### config.mk
export PLATFORM = sky130hd
export DESIGN_NAME = uart_irq_scheduler
export DESIGN_NICKNAME = d
export VERILOG_FILES = /design/src/rtl/uart_sched_pkg.sv /design/src/rtl/uart_rr_pick.sv /design/src/rtl/uart_irq_scheduler.sv
export SDC_FILE = /design/constraint.sdc
export NUM_CORES = 1
export LEC_CHECK = 0
export ABC_CLOCK_PERIOD_IN_PS = 2900
export BUFFER_PORTS_ARGS = -buffer_cell sky130_fd_sc_hd__buf_2
export CAP_MARGIN = 20
export CORE_MARGIN = 2
export CORE_UTILIZATION = 45
export CTS_CLUSTER_SIZE = 16
export DETAILED_ROUTE_END_ITERATION = 10
export GPL_TIMING_DRIVEN = 0
export HOLD_SLACK_MARGIN = 0.03
export PLACE_DENSITY = 0.76
export SLEW_MARGIN = 0
export SYNTH_ARGS = -nofsm -noshare
export SYNTH_HDL_FRONTEND = slang
export SYNTH_SLANG_ARGS = --single-unit
### constraint.sdc
create_clock -name aclk -period 2.9 [get_ports aclk]
set_input_delay 0.145 -clock aclk [delete_from_list [all_inputs] [get_ports aclk]]
set_output_delay 0.145 -clock aclk [all_outputs]
set_load 0.05 [all_outputs]
### src/rtl/uart_sched_pkg.sv
// Shared types and constants for the UART interrupt scheduler: FSM state
// encoding, IIR register location and the port-pointer increment helper.
package uart_sched_pkg;

    localparam int          PORT_W        = 3;
    localparam logic [2:0]  IIR_REG       = 3'd2;
    localparam int          IIR_NOINT_BIT = 0;

    typedef enum logic [2:0] {
        IDLE    = 3'd0,
        SELECT  = 3'd1,
        READ    = 3'd2,
        HOLD    = 3'd3,
        DISCARD = 3'd4,
        GUARD   = 3'd5
    } sched_state_t;

    // Advance a port index by one, wrapping at the last implemented port.
    function automatic logic [PORT_W-1:0] next_port(input logic [PORT_W-1:0] cur,
                                                   input int port_num);
        logic [PORT_W-1:0] nxt;
        nxt = cur + 1'b1;
        if (int'(cur) >= port_num - 1) begin
            nxt = '0;
        end
        return nxt;
    endfunction

endpackage

### src/rtl/uart_rr_pick.sv
// Combinational round-robin picker: returns the first requesting port at or
// after ptr, wrapping from PORT_NUM-1 back to 0.
module uart_rr_pick
    import uart_sched_pkg::*;
#(
    parameter int PORT_NUM = 8
) (
    input  logic [PORT_NUM-1:0] req,
    input  logic [PORT_W-1:0]   ptr,
    output logic [PORT_W-1:0]   idx,
    output logic                any
);

    logic [PORT_W-1:0]   w_rot_idx [PORT_NUM];
    logic [PORT_NUM-1:0] w_hit;

    // Slot gi of the rotated view is the port gi positions after ptr.
    generate
        for (genvar gi = 0; gi < PORT_NUM; gi++) begin : g_rot
            logic [PORT_W:0] w_sum;
            assign w_sum = {1'b0, ptr} + (PORT_W+1)'(gi);
            assign w_rot_idx[gi] = (w_sum >= (PORT_W+1)'(PORT_NUM))
                                 ? PORT_W'(w_sum - (PORT_W+1)'(PORT_NUM))
                                 : w_sum[PORT_W-1:0];
            assign w_hit[gi] = req[w_rot_idx[gi]];
        end
    endgenerate

    always_comb begin
        idx = '0;
        any = 1'b0;
        for (int k = PORT_NUM - 1; k >= 0; k--) begin
            if (w_hit[k]) begin
                idx = w_rot_idx[k];
                any = 1'b1;
            end
        end
    end

endmodule

### src/rtl/uart_irq_scheduler.sv
// Round-robin interrupt scheduler and register-bus arbiter for the UART array.
// Optional port enable mask is compiled in with `define UART_SCHED_MASK_EN.
module uart_irq_scheduler
    import uart_sched_pkg::*;
#(
    parameter int PORT_NUM     = 8,
    parameter int GUARD_CYCLES = 4
) (
    input  logic                aclk,
    input  logic                aresetn,
    input  logic [PORT_NUM-1:0] intr_i,
    input  logic [5:0]          h_adr_i,
    input  logic [7:0]          h_dat_i,
    input  logic                h_we_i,
    input  logic                h_re_i,
    output logic [7:0]          h_dat_o,
    output logic [5:0]          m_adr_o,
    output logic [7:0]          m_dat_o,
    output logic                m_we_o,
    output logic                m_re_o,
    input  logic [7:0]          m_dat_i,
    input  logic [PORT_NUM-1:0] mask_i,
    input  logic                mask_we_i,
    output logic                ev_valid_o,
    output logic [PORT_W-1:0]   ev_port_o,
    output logic [7:0]          ev_iir_o,
    input  logic                ev_ready_i
);

    localparam int GCNT_W = $clog2(GUARD_CYCLES + 1) + 1;

    sched_state_t        r_state, w_state_next;
    logic [PORT_NUM-1:0] r_intr;
    logic [PORT_W-1:0]   r_cur, w_cur_next;
    logic [PORT_W-1:0]   r_ptr, w_ptr_next;
    logic [7:0]          r_iir, w_iir_next;
    logic [GCNT_W-1:0]   r_gcnt, w_gcnt_next;

    logic [PORT_NUM-1:0] w_mask;
    logic [PORT_NUM-1:0] w_req;
    logic [PORT_W-1:0]   w_pick_idx;
    logic                w_pick_any;
    logic                w_host;
    logic                w_sched_re;
    logic                w_guard_done;

`ifdef UART_SCHED_MASK_EN
    logic [PORT_NUM-1:0] r_mask;

    always_ff @(posedge aclk or negedge aresetn) begin
        if (!aresetn) begin
            r_mask <= '1;
        end else if (mask_we_i) begin
            r_mask <= mask_i;
        end
    end

    assign w_mask = r_mask;
`else
    logic w_unused_mask;
    assign w_unused_mask = ^{mask_i, mask_we_i};
    assign w_mask        = '1;
`endif

    assign w_req  = r_intr & w_mask;
    assign w_host = h_we_i | h_re_i;

    uart_rr_pick #(
        .PORT_NUM (PORT_NUM)
    ) u_pick (
        .req (w_req),
        .ptr (r_ptr),
        .idx (w_pick_idx),
        .any (w_pick_any)
    );

    assign w_guard_done = (GUARD_CYCLES <= 1) ||
                          (r_gcnt >= GCNT_W'(GUARD_CYCLES - 1));

    always_comb begin
        w_state_next = r_state;
        w_cur_next   = r_cur;
        w_ptr_next   = r_ptr;
        w_iir_next   = r_iir;
        w_gcnt_next  = r_gcnt;
        w_sched_re   = 1'b0;
        case (r_state)
            IDLE: begin
                if (|w_req) begin
                    w_state_next = SELECT;
                end
            end
            SELECT: begin
                // The request may have vanished since IDLE; nothing to read then.
                if (w_pick_any) begin
                    w_cur_next   = w_pick_idx;
                    w_state_next = READ;
                end else begin
                    w_state_next = IDLE;
                end
            end
            READ: begin
                if (!w_host) begin
                    w_sched_re   = 1'b1;
                    w_iir_next   = m_dat_i;
                    w_state_next = m_dat_i[IIR_NOINT_BIT] ? DISCARD : HOLD;
                end
            end
            HOLD: begin
                if (ev_ready_i) begin
                    w_ptr_next   = next_port(r_cur, PORT_NUM);
                    w_gcnt_next  = '0;
                    w_state_next = GUARD;
                end
            end
            DISCARD: begin
                w_ptr_next   = next_port(r_cur, PORT_NUM);
                w_gcnt_next  = '0;
                w_state_next = GUARD;
            end
            GUARD: begin
                if (w_guard_done) begin
                    w_state_next = IDLE;
                end else begin
                    w_gcnt_next = r_gcnt + 1'b1;
                end
            end
            default: begin
                w_state_next = IDLE;
            end
        endcase
    end

    always_ff @(posedge aclk or negedge aresetn) begin
        if (!aresetn) begin
            r_state <= IDLE;
            r_intr  <= '0;
            r_cur   <= '0;
            r_ptr   <= '0;
            r_iir   <= '0;
            r_gcnt  <= '0;
        end else begin
            r_state <= w_state_next;
            r_intr  <= intr_i;
            r_cur   <= w_cur_next;
            r_ptr   <= w_ptr_next;
            r_iir   <= w_iir_next;
            r_gcnt  <= w_gcnt_next;
        end
    end

    // Host always owns the bus when it strobes; the scheduler only ever reads IIR.
    always_comb begin
        m_adr_o = '0;
        m_dat_o = '0;
        m_we_o  = 1'b0;
        m_re_o  = 1'b0;
        if (w_host) begin
            m_adr_o = h_adr_i;
            m_dat_o = h_dat_i;
            m_we_o  = h_we_i;
            m_re_o  = h_re_i;
        end else if (w_sched_re) begin
            m_adr_o = {r_cur, IIR_REG};
            m_re_o  = 1'b1;
        end
    end

    assign h_dat_o    = m_dat_i;
    assign ev_valid_o = (r_state == HOLD);
    assign ev_port_o  = r_cur;
    assign ev_iir_o   = r_iir;

endmodule
==> metrics.md <==
| Metric | Value |
|---|---|
| Status | complete, no violations |
| Arrival @ worst endpoint | 3.00 ns |
| Dominant cells by area after synthesis | dfrtp_1 32%, nand2_1 7.4%, mux2i_1 6.2%, and2_1 4.7%, mux4_1 4.7% |
| Worst-path clk slew | 0.06 ns |
| Die Y | 74.6 um |
| Fin Hold WS | 0.0768 ns |
| Max-cap violations | 0 |
| Worst Path Required | 3.06 ns |
| Critical-path maximum fanout | 10 |
| Clock Skews | 0.00397 ns |
| Setup_tns | 0 ns |
| Slew headroom | 54.3% |
| Static Leakage | 1.46 nW |
| Core box area | 4750 um2 |
| Row cnt | 25 |
| CTS tree | done |
| PD cells | 1190 nW/um2 |
| Final period util | 97.9% |
| Vias in the first global route | 1890 |
| Post-synth EDFFs | 0 |
| Non-Filler Instances | 392 |
| Die width | 74.6 um |
| Longest Clk Path Bufs | 2 |
| Total detailed-routing wirelength | 5800 um |
| # H-tree levels | 2 |
| Share of post-route cells with drive strength above 1 | 37.5% |
| Ys async rst share | 100% |
| Distinct cells, synth | 59 |
| Ports | 80 |
| DP Wirelength | 4210 um |
| Gate Count Post-Synth | 231 |
| Tot Pwr | 0.00351 W |
| First-pass GRT wire length | 9050 um |
| Antenna Nets Post-Route | 0 |
| Top cell type's share of synthesized area | 32.3% |
| Hold Crit Class | input pin to register |
| Fin. max-slew vios | 0 |
| Final Hold Viols | 0 |
| Most frequent cell after synthesis | nand2_1 |
| Ys Warns | 0 |
| Area Overhead vs Synth | 31.8% |
| Avg Cell Area, Syn | 9.72 um2 |
| Nets@finish | 374 |
| Min cycle time layout | 2.84 ns |
| DR DRC count | 0 |
| Drt first-iter violations | 111 |
| Via/cell ratio | 5.30 |
| WS Path Type | register to register |
| Root Driver | clkbuf_8 |
| FF+latch count, synth | 29 |
| Syn_nets | 280 |
| Worst VDD drop | 0.670 mV |
| Pre-CTS setup slack | -0.229 ns |
| Total CTS buffers | 5 |
| GRT Util Overall | 21.0% |
| Register area share after synthesis | 32.3% |
| Drt wl/cell | 14.8 um |
| Die Area | 5570 um2 |
| Grt ovf | 0 |
| Final setup fails | 0 |
| Pre-antenna DRT Iters | 4 |
| Routed via count | 2078 |
| Area leader, netlist | dfrtp_1 |
| Setup ws final | 0.0613 ns |
| Worst skew pair latency | 0.27 ns |
| CTS sink count | 29 |
| Starting density of the core | 47.2% |
| Main synth FF type | dfrtp_1 |
| Final weighted congestion in routability-driven placement | 0.883 |
| Post-Place Cells | 368 |
| IO Port Bufs | 70 |
| Maximum clock rate | 0.352 GHz |
| Worst Max-Slew Pin Slew | 0.685 ns |
| CP startpoint kind | register |
| CP Capture Type | register |
| Synth top cells by count | 44 x nand2_1, 29 x dfrtp_1, 17 x and2_1 |
| Initial antenna violation count | 0 |
| Largest net degree at the start of global routing | 30 |
| Synthesized area | 2240 um2 |
| Antenna cells | 0 |
==> report_power, final <==
part / total [W] / switching (W) / internal, W
combinational: 0.00246 / 0.00141 / 0.00104
sequential: 0.000665 / 0.000125 / 0.000539
clock: 0.000393 / 0.000144 / 0.000249
==> final cells by class <==
cell class	count	area (um2)
clock inverter	2	35.0
multi-input combinational	178	1370
timing repair buffer	87	500
sequential	29	727
clock buffer	5	68.8
fill	401	1800
inverter	5	22.5
tap	67	83.8
buffer	19	153
==> per-layer routing <==
| layer | GRT usage [%] | share of wire (%) |
|---|---|---|
| met5 | 0 | 0 |
| met4 | 3.97 | 0.36 |
| met3 | 3.75 | 3.6 |
| met2 | 34.2 | 52 |
| met1 | 29.9 | 44 |
==> critical path: stages, from the launching register on <==
cell	delay, ns
dfrtp_2	0.38
buf_8	0.13
clkinvlp_4	0.09
ha_1	0.30
buf_6	0.14
buf_12	0.13
mux2i_1	0.28
a21oi_1	0.14
o22a_2	0.26
or4b_4	0.54
and3_1	0.17
a22o_1	0.18
==> final timing paths <==
path                                          from                       end  slack (ns)  cells after the start
setup / recovery              r_ptr[0]$_DFFE_PN0P_  ev_port_o[2]$_DFFE_PN0P_        0.06                     11
min in group asynchronous                  aresetn     r_gcnt[3]$_DFFE_PN0P_        0.43                      2
hold / removal                          m_dat_i[5]   ev_iir_o[5]$_DFFE_PN0P_        0.08                      3
setup reg to reg              r_ptr[0]$_DFFE_PN0P_  ev_port_o[2]$_DFFE_PN0P_        0.06                     11
max in group asynchronous                  aresetn      r_ptr[0]$_DFFE_PN0P_        2.02                      2
hold reg to reg            ev_iir_o[4]$_DFFE_PN0P_   ev_iir_o[4]$_DFFE_PN0P_        0.47                      2
==> through the flow <==
stage          utilization (%)  area [um2]
2_1_floorplan                -        2240
3_3_place_gp              56.3        2680
3_5_place_dp              56.3        2680
4_1_cts                   61.2        2910
5_1_grt                   62.2        2960
6_report                  62.2        2960
==> logic make-up after synthesis <==
group | Yosys count | synth area share (%)
AND/OR/NAND/NOR | 91 | 20.3
AO/OA/AOI/OAI | 47 | 15.4
multiplexers | 30 | 18.6
flip-flops | 29 | 32.3
buffers and inverters | 24 | 7.02
XOR/XNOR | 5 | 3.46
adder cells (fa/ha/maj) | 5 | 2.79
==> sequential cells by signal, indices dropped and copies added, names as in the netlist <==
name	flops
r_ptr	3
r_intr	8
r_gcnt	4
ev_iir_o	8
r_state	3
ev_port_o	3
==> repair_timing <==
action / CTS / global route
setup endpoints to repair: 5 / 4
hold buffers: 9 / 0
buffers inserted: 4 / 4
endpoints found under the hold margin: 37 / 0
resized for setup: 6 / 6
pin swaps: 1 / 4
==> layout by cell type (no fill, tap or decap), types with 4 or more instances in the layout <==
cell type and instances:
clkbuf_1 4, clkbuf_8 5, dlygate4sd3_1 9, o21ai_0 6, ha_1 5, nor2_1 6
nand3_1 4, mux2i_1 13, mux2_2 6, mux4_2 4, a22oi_1 5, and2_1 17
dfrtp_1 28, a22o_1 5, a21oi_1 6, nand2_1 44, buf_2 71, buf_4 16
No activity file was read; power rests on OpenSTA's default activity.
